<file path="config.mk">
export PLATFORM = sky130hd
export DESIGN_NAME = coolgirl_scanline_irq_flat
export DESIGN_NICKNAME = d
export VERILOG_FILES = /design/src/rtl/coolgirl_scanline_irq_if.sv /design/src/rtl/coolgirl_scanline_irq.sv /design/src/flat_wrapper.sv
export SDC_FILE = /design/constraint.sdc
export NUM_CORES = 1
export LEC_CHECK = 0
export BUFFER_PORTS_ARGS = -buffer_cell sky130_fd_sc_hd__buf_2
export CAP_MARGIN = 5
export CORE_ASPECT_RATIO = 1.1
export CORE_MARGIN = 2
export CORE_UTILIZATION = 45
export CTS_CLUSTER_DIAMETER = 40
export DETAILED_ROUTE_END_ITERATION = 7
export PLACE_DENSITY_LB_ADDON = 0.12
export SYNTH_ARGS = -nofsm -noshare
export SYNTH_HDL_FRONTEND = slang
export SYNTH_SLANG_ARGS = --single-unit
</file>
<file path="constraint.sdc">
create_clock -name m2 -period 2.5 [get_ports m2]
set_input_delay 0.25 -clock m2 [delete_from_list [all_inputs] [get_ports m2]]
set_output_delay 0.25 -clock m2 [all_outputs]
set_load 0.1 [all_outputs]
</file>
<file path="src/rtl/coolgirl_scanline_irq_if.sv">
// Bus bundle for the CoolGirl scanline IRQ unit: decoded CPU register writes,
// raw PPU A12 and the IRQ/debug outputs.
interface coolgirl_scanline_irq_if;
  logic        write_strobe;
  logic [14:0] cpu_addr_in;
  logic [7:0]  cpu_data_in;
  logic        ppu_a12;
  logic        irq;
  logic        irq_pending;
  logic [7:0]  counter;

  modport master (
    output write_strobe,
    output cpu_addr_in,
    output cpu_data_in,
    output ppu_a12,
    input  irq,
    input  irq_pending,
    input  counter
  );

  modport slave (
    input  write_strobe,
    input  cpu_addr_in,
    input  cpu_data_in,
    input  ppu_a12,
    output irq,
    output irq_pending,
    output counter
  );
endinterface

</file>
<file path="src/rtl/coolgirl_scanline_irq.sv">
// MMC3-style scanline IRQ: counts filtered PPU A12 rising edges on CPU m2 and
// drives the active-low cartridge IRQ from the $C000-$FFFF register set.
module coolgirl_scanline_irq #(
  parameter int A12_LOW_MIN = 3,
  parameter bit REV_A       = 1'b0
) (
  input  logic                          m2,
  input  logic                          reset_n,
  coolgirl_scanline_irq_if.slave        bus
);

  localparam int LOW_W = (A12_LOW_MIN < 1) ? 1 : $clog2(A12_LOW_MIN + 1);
  localparam logic [LOW_W-1:0] LOW_MAX = LOW_W'(A12_LOW_MIN);

  logic             a12_meta_q;
  logic             a12_s_q;
  logic             a12_prev_q;
  logic [LOW_W-1:0] low_cnt_q, low_cnt_d;
  logic [7:0]       latch_q, latch_d;
  logic [7:0]       counter_q, counter_d;
  logic             reload_q, reload_d;
  logic             enabled_q, enabled_d;
  logic             pending_q, pending_d;
  logic             irq_q;
  logic             a12_event;
  logic [7:0]       pre_counter;
  logic             pre_reload;
  logic             irq_set;
  logic             unused_addr_bits;

  assign unused_addr_bits = ^bus.cpu_addr_in[12:1];

  // A rise only counts after A12 has been quiet long enough to filter PPU fetch jitter.
  assign a12_event = a12_s_q & ~a12_prev_q & (low_cnt_q == LOW_MAX);

  always_comb begin
    low_cnt_d   = low_cnt_q;
    latch_d     = latch_q;
    counter_d   = counter_q;
    reload_d    = reload_q;
    enabled_d   = enabled_q;
    pending_d   = pending_q;
    pre_counter = 8'd0;
    pre_reload  = 1'b0;
    irq_set     = 1'b0;

    if (a12_s_q) begin
      low_cnt_d = {LOW_W{1'b0}};
    end else if (low_cnt_q != LOW_MAX) begin
      low_cnt_d = low_cnt_q + {{(LOW_W-1){1'b0}}, 1'b1};
    end else begin
      low_cnt_d = low_cnt_q;
    end

    if (bus.write_strobe && bus.cpu_addr_in[14]) begin
      case ({bus.cpu_addr_in[13], bus.cpu_addr_in[0]})
        2'b00: latch_d = bus.cpu_data_in;
        2'b01: begin
          counter_d = 8'd0;
          reload_d  = 1'b1;
        end
        2'b10: begin
          enabled_d = 1'b0;
          pending_d = 1'b0;
        end
        2'b11: enabled_d = 1'b1;
        default: latch_d = latch_q;
      endcase
    end else begin
      latch_d = latch_q;
    end

    // The scanline event sees the state as already modified by a same-cycle write.
    if (a12_event) begin
      pre_counter = counter_d;
      pre_reload  = reload_d;
      if ((counter_d == 8'd0) || reload_d) begin
        counter_d = latch_d;
        reload_d  = 1'b0;
      end else begin
        counter_d = counter_d - 8'd1;
      end
      if (REV_A) begin
        irq_set = (counter_d == 8'd0) && enabled_d &&
                  ((pre_counter != 8'd0) || (pre_reload && (latch_d != 8'd0)));
      end else begin
        irq_set = (counter_d == 8'd0) && enabled_d;
      end
      if (irq_set) begin
        pending_d = 1'b1;
      end else begin
        pending_d = pending_d;
      end
    end else begin
      counter_d = counter_d;
    end
  end

  always_ff @(posedge m2 or negedge reset_n) begin
    if (!reset_n) begin
      a12_meta_q <= 1'b0;
      a12_s_q    <= 1'b0;
      a12_prev_q <= 1'b0;
      low_cnt_q  <= {LOW_W{1'b0}};
      latch_q    <= 8'd0;
      counter_q  <= 8'd0;
      reload_q   <= 1'b0;
      enabled_q  <= 1'b0;
      pending_q  <= 1'b0;
      irq_q      <= 1'b1;
    end else begin
      a12_meta_q <= bus.ppu_a12;
      a12_s_q    <= a12_meta_q;
      a12_prev_q <= a12_s_q;
      low_cnt_q  <= low_cnt_d;
      latch_q    <= latch_d;
      counter_q  <= counter_d;
      reload_q   <= reload_d;
      enabled_q  <= enabled_d;
      pending_q  <= pending_d;
      irq_q      <= ~pending_d;
    end
  end

  assign bus.irq         = irq_q;
  assign bus.irq_pending = pending_q;
  assign bus.counter     = counter_q;

endmodule

</file>
<file path="src/flat_wrapper.sv">
// flat-port wrapper written by rule: the top's interface ports become plain ports
module coolgirl_scanline_irq_flat 
#(
  parameter int A12_LOW_MIN = 3,
  parameter bit REV_A       = 1'b0
)
  (m2, reset_n, bus_write_strobe, bus_cpu_addr_in, bus_cpu_data_in, bus_ppu_a12, bus_irq, bus_irq_pending, bus_counter);
  coolgirl_scanline_irq_if bus_i ();
  input  logic m2;
  input  logic reset_n;
  input wire logic [$bits(bus_i.write_strobe)-1:0] bus_write_strobe;
  input wire logic [$bits(bus_i.cpu_addr_in)-1:0] bus_cpu_addr_in;
  input wire logic [$bits(bus_i.cpu_data_in)-1:0] bus_cpu_data_in;
  input wire logic [$bits(bus_i.ppu_a12)-1:0] bus_ppu_a12;
  output wire logic [$bits(bus_i.irq)-1:0] bus_irq;
  output wire logic [$bits(bus_i.irq_pending)-1:0] bus_irq_pending;
  output wire logic [$bits(bus_i.counter)-1:0] bus_counter;
  assign bus_i.write_strobe = bus_write_strobe;
  assign bus_i.cpu_addr_in = bus_cpu_addr_in;
  assign bus_i.cpu_data_in = bus_cpu_data_in;
  assign bus_i.ppu_a12 = bus_ppu_a12;
  assign bus_irq = bus_i.irq;
  assign bus_irq_pending = bus_i.irq_pending;
  assign bus_counter = bus_i.counter;
  coolgirl_scanline_irq #(.A12_LOW_MIN(A12_LOW_MIN), .REV_A(REV_A)) u_core (.m2(m2), .reset_n(reset_n), .bus(bus_i));
endmodule
</file>
==> impl_metrics.ini, run 1 <==
[timing]
fmax_ghz = 0.482
hold_viol_final = 0
tightestPinTransition_ps = 551
final.min_clock_period_ps = 2080
slew_headroom_pct = 63.3
finalCritPeriodShare_pct = 83.1
fin_skew_ps = 4.74
rsz0062_at_grt = false
setup_violations = 0
maxSlewViolCount = 0
fin_setup_tns_ps = 0

[clock_network]
cts_num_sinks = 25
ctsResizeCount = 0
cts_tree = built
htreeDepth = 1
clk_path_buf_depth = 2
clockRootBuffer = clkbuf_4
numCtsBuffers = 3
insertion_delay_ps = 330
clk_pin_slew_worst_paths_ps = 150

[worst_setup_path]
cp_slowest_cell = or4b_1
worstPathRequired_ps = 2770
reg2reg_slack_ps = 420
rr_worst_depth = 6
critical_path.max_stage_delay_ps = 550
end_kind = flop
startpoint_type = flop
r2r-start = u_core.bus.counter[0]
worstPathCellList = nand2_1, ha_1, xor2_1, or4b_1, a211oi_1, a32o_1
critical-path-top-delay-family = simple AND/OR/NAND/NOR gates
cp_max_fo = 7
r2r-end = u_core.bus.irq_pending
worst-path-buf-inv = 0
path_class = reg -> reg
critPathArrivalTime_ps = 2350

[worst_hold_path]
hold_path.class = in -> reg
hold_depth = 1
whs_endpoint = u_core.a12_meta_q
hold_start = bus_ppu_a12

[global_route]
grt_max_degree = 26
grt_use_total_pct = 20.3
overflow = 0
grt_pass1_vias = 1136
antenna_found_initial = 0
grt_pass1_wl_microns = 5330

[detailed_routing]
wl_per_cell_microns = 16.4
drt_iter0_markers = 42
vias = 1114
drc = 0
totalWireLength_microns = 3160
drtPass1Iterations = 4
viasPerCell = 5.77
ant_nets = 0

[floorplanning]
die_x_microns = 56.4
die_area_sq_um = 3480
core_area_sq_um = 2830
initial_utilization_pct = 48.1
rows = 20
pin_count = 37
die_h_microns = 61.7

[synthesis]
synth_cell_types = 49
yosysMostFrequentCell = dfrtp_1
synth_fp_nets = 158
synthFlopType = dfrtp_1
synth_cells = 128
yosys-top-cells-area = dfrtp_1, mux2_2, nand2_1, o21ai_0, nor2_1
yosysSeqAreaShare_pct = 46.0
ys_ff_latch = 25
synth.avg_cell_area_sq_um = 10.6
synth_edf_count = 0
synth_area_sq_um = 1360
yosysWarningCount = 0
synth_top_area_cell = dfrtp_1
netlist.area_leader.share_pct = 44.1
postSynth.asyncResetShare_pct = 100
yosys-top-cells-count = dfrtp_1, nand2_1, nor2_1

[layout]
antenna_cells = 0
drive_above_1_share_pct = 33.1
area_growth_pct = 16.9
layout.nets = 191
final_cells = 193

[power]
p_seq_share_pct = 33.9
vdd_ir_drop_max_mv = 0.890
intPower_mw = 0.859
p_comb_share_pct = 54.8
sw_frac_of_total_pct = 50.0
pwr_density_cell_nw_per_um2 = 1080
p_leak_nw = 0.741
p_switching_mw = 0.860
power_frac_clock_pct = 11.3

[placement]
routabilityCongestion = 0.810
hpwl_microns = 2330
dp_cells = 188
port_buffers = 24

[status]
status = complete, no violations

[run]
max_cap_viol_count = 0
==> area by class of cell <==
cell class,instances,area (sq um)
clock inverters,1,7.51
inverters,3,11.3
well taps,33,41.3
flip-flops and latches,25,629
repair buffers,32,183
clock buffers,3,22.5
multi-input cells,96,697
fillers,265,1240
==> registers in the layout, indices dropped and copies added (netlist names) <==
name,count
u_core.latch_q,8
u_core.bus.counter,8
u_core.enabled_q,1
u_core.a12_prev_q,1
u_core.a12_s_q,1
u_core.bus.irq,1
u_core.bus.irq_pending,1
u_core.reload_q,1
u_core.low_cnt_q,2
u_core.a12_meta_q,1
==> layout by cell type (no fill, tap or decap), drive strengths merged, types with 2 or more instances in the layout <==
master / n
a211oi: 4
a21oi: 2
a32o: 2
and4b: 2
buf: 31
clkbuf: 3
dfrtp: 24
ha: 3
inv: 3
mux2: 7
mux2i: 3
nand2: 15
nand3: 2
nor2: 12
nor3b: 2
nor4: 2
o211ai: 2
o21a: 2
o21ai: 10
o311a: 2
or2: 3
xor2: 2
==> worst register-to-register path, stage by stage (launching register included) <==
cell and delay [ps]:
dfrtp_2 440, nand2_1 110, ha_1 210, xor2_1 150, or4b_1 550, a211oi_1 350, a32o_1 210
==> per-stage QoR <==
step / hold slack, ps / area (sq um) / power (mW) / util, % / setup WS, ps
final: 13.0 / 1590 / 1.72 / 56.3 / 423
after global placement: 263 / 1550 / 1.50 / 54.9 / 288
after CTS: 15.2 / 1590 / 1.72 / 56.3 / 454
after floorplan: -45.6 / 1360 / 1.29 / - / 117
after detailed placement: 274 / 1550 / 1.52 / 54.9 / 251
after global routing: 7.37 / 1590 / 1.82 / 56.3 / 314
==> how the worst max path moves through the flow <==
stage | start | end | slack [ps] | cells after the start
after floorplan | u_core.bus.counter[1] | u_core.bus.irq_pending | 120 | 7
after detailed placement | bus_cpu_addr_in[13] | u_core.bus.irq_pending | 250 | 8
after global placement | bus_cpu_addr_in[13] | u_core.bus.counter[4] | 290 | 10
final | u_core.bus.counter[0] | u_core.bus.irq_pending | 420 | 6
after CTS | u_core.bus.counter[0] | u_core.bus.irq_pending | 450 | 6
after global routing | u_core.bus.counter[0] | u_core.bus.irq_pending | 310 | 6
==> per-layer routing <==
metal | vias to the layer above | track usage (%) | part of all wire [%]
li1 | 535 | - | -
met1 | 532 | 24.3 | 42
met2 | 37 | 36.7 | 50
met3 | 10 | 2.52 | 4.2
met4 | 0 | 10.2 | 3.5
met5 | - | 0 | 0
==> cell families (layout without fill, tap and decap cells) <==
| family | count (synthesis) | in the layout | synth area share, % |
|---|---|---|---|
| mux | 10 | 10 | 8.27 |
| flops | 25 | 25 | 46.0 |
| simple gates | 48 | 48 | 20.3 |
| xor+xnor | 3 | 3 | 1.93 |
| fa+ha+maj | 3 | 3 | 2.76 |
| compound gates | 32 | 32 | 17.9 |
| buf+inv | 7 | 39 | 2.76 |
==> what timing repair did <==
item                                   CTS  global route
buffers inserted                         0             0
hold buffers                             1             0
endpoints found under the hold margin   24             0
==> power groups by stage <==
stage                     clock, mW  sequential (mW)  combinational [mW]
final                         0.195            0.582               0.941
after global routing          0.208            0.595                1.02
after CTS                     0.198            0.581               0.940
after detailed placement          0            0.589               0.931
after global placement            0            0.586               0.912
after floorplan                   0            0.823               0.465
Note: power is estimated with default switching activity, not from simulation.
==> inputs of run 2 (changes only) <==
- clock period: 2.5 -> 1.85 ns (I/O delays scaled with it)
==> run 2 against run 1 <==
- critical path depth stayed put
- sequential power up 37%
- die area stayed put
- register-to-register slack lost 420 ps
- critical endpoint unchanged
==> impl_metrics.ini, run 2 (synthesis results as in run 1) <==
[status]
status = complete, no violations

[placement]
routabilityCongestion = 0.906
port_buffers = 24
hpwl_microns = 2370

[worst_setup_path]
worstPathCellList = buf_6, or3_4, nor3b_2, a211oi_2, o32ai_2, a32o_1
cp_max_fo = 3
critPathArrivalTime_ps = 2110
cp_slowest_cell = dfrtp_4
worstPathRequired_ps = 2110
path_class = reg -> reg
end_kind = flop
critical_path.max_stage_delay_ps = 520
startpoint_type = flop

[timing]
fin_hold_ws_ps = 104
tightestPinTransition_ps = 558
slew_headroom_pct = 62.8
fin_setup_tns_ps = 0
rsz0062_at_grt = true
setup_violations = 0
fin_skew_ps = 6.92
hold_viol_final = 0
maxSlewViolCount = 0
final.min_clock_period_ps = 1850
finalCritPeriodShare_pct = 99.8
fmax_ghz = 0.542

[floorplanning]
initial_utilization_pct = 48.1
die_x_microns = 56.4
die_area_sq_um = 3480
core_area_sq_um = 2830
die_h_microns = 61.7
rows = 20
pin_count = 37

[layout]
antenna_cells = 0
fillCellCount = 224
final_common_cell = buf_2
drive_above_1_share_pct = 48.6
area_growth_pct = 33.8
finish.utilization_pct = 64.4
layout_common_cells = buf_2, buf_4, dfrtp_1
layout.nets = 206

[power]
vdd_ir_drop_max_mv = 1.07
p_leak_nw = 0.830
power_frac_clock_pct = 9.3
intPower_mw = 1.37
sw_frac_of_total_pct = 46.9
p_switching_mw = 1.21
p_seq_share_pct = 31.1
p_comb_share_pct = 59.7
pwr_density_cell_nw_per_um2 = 1410

[clock_network]
insertion_delay_ps = 320
cts_num_sinks = 25
clk_pin_slew_worst_paths_ps = 130
htreeDepth = 1
numCtsBuffers = 3
clockRootBuffer = clkbuf_4
clk_path_buf_depth = 2
cts_tree = built

[global_route]
overflow = 0
grt_util_met3_pct = 3.15
antenna_found_initial = 0
grt_use_total_pct = 19.7
grt_use_met1_pct = 23.4
grt_pass1_vias = 1179
busiest_layer = met2
grt_pass1_wl_microns = 5220
grt_max_degree = 26
use_met2_pct = 38.0

[detailed_routing]
wl_per_cell_microns = 14.8
vias = 1176
drt_iter0_markers = 33
drtPass1Iterations = 4
ant_nets = 0
totalWireLength_microns = 3080
drc = 0
viasPerCell = 5.65

[worst_hold_path]
hold_path.class = in -> reg

[run]
max_cap_viol_count = 0
run 2: final timing paths:
path,cells after the start,startpoint,slack [ps],endpoint
min in group asynchronous,2,reset_n,370,u_core.bus.irq_pending
worst min-delay path,2,bus_cpu_data_in[4],100,u_core.latch_q[4]
worst min register to register,0,u_core.a12_meta_q,370,u_core.a12_s_q
worst max-delay path,6,u_core.bus.counter[0],4,u_core.bus.irq_pending
worst max register to register,6,u_core.bus.counter[0],4,u_core.bus.irq_pending
max in group asynchronous,2,reset_n,1060,u_core.bus.counter[1]
run 2: cell type report:
class | count | area [sq um] | area share, %
Multi-Input combinational cell | 96 | 787 | 43.2
Sequential cell | 25 | 642 | 35.2
Timing Repair Buffer | 47 | 313 | 17.2
Tap cell | 33 | 41.3 | 2.27
Clock buffer | 3 | 22.5 | 1.24
Inverter | 3 | 11.3 | 0.618
Clock inverter | 1 | 5.00 | 0.275
run 2: per-stage QoR:
stage | power (mW) | cells | area, sq um | setup slack (ps)
global route | 2.73 | 208 | 1820 | -31.8
CTS | 2.51 | 206 | 1780 | -12.7
floorplan | 1.79 | 128 | 1400 | -227
detailed placement | 2.16 | 199 | 1660 | -143
global placement | 2.13 | 199 | 1660 | -106
finish | 2.57 | 208 | 1820 | 3.72
run 2: worst max-delay path: cells and delay by family, from the launching register on:
family	cells	cell delay, ps
and+or+nand+nor	2	560
buffers and inverters	1	130
DFF	1	520
AOI/OAI and AO/OA	3	600
run 2: power by group through the flow:
stage / clock network, mW / logic [mW] / registers [mW]
floorplan: 0 / 0.662 / 1.13
global placement: 0 / 1.35 / 0.788
detailed placement: 0 / 1.36 / 0.798
CTS: 0.246 / 1.47 / 0.796
global route: 0.262 / 1.65 / 0.818
finish: 0.238 / 1.54 / 0.799
run 2: what timing repair did:
action | in CTS | in global routing
gates cloned | 0 | 0
endpoints found under the setup margin | 5 | 8
hold buffers | 2 | 0
setup buffers | 1 | 2
gates resized for setup | 11 | 9
pin swaps | 8 | 6
endpoints found under the hold margin | 25 | 0
run 2: layer usage:
layer,share of wire (%),vias to the layer above
met3,4.3,2
li1,-,569
met4,0.49,0
met1,42,578
met5,0,-
met2,53,27
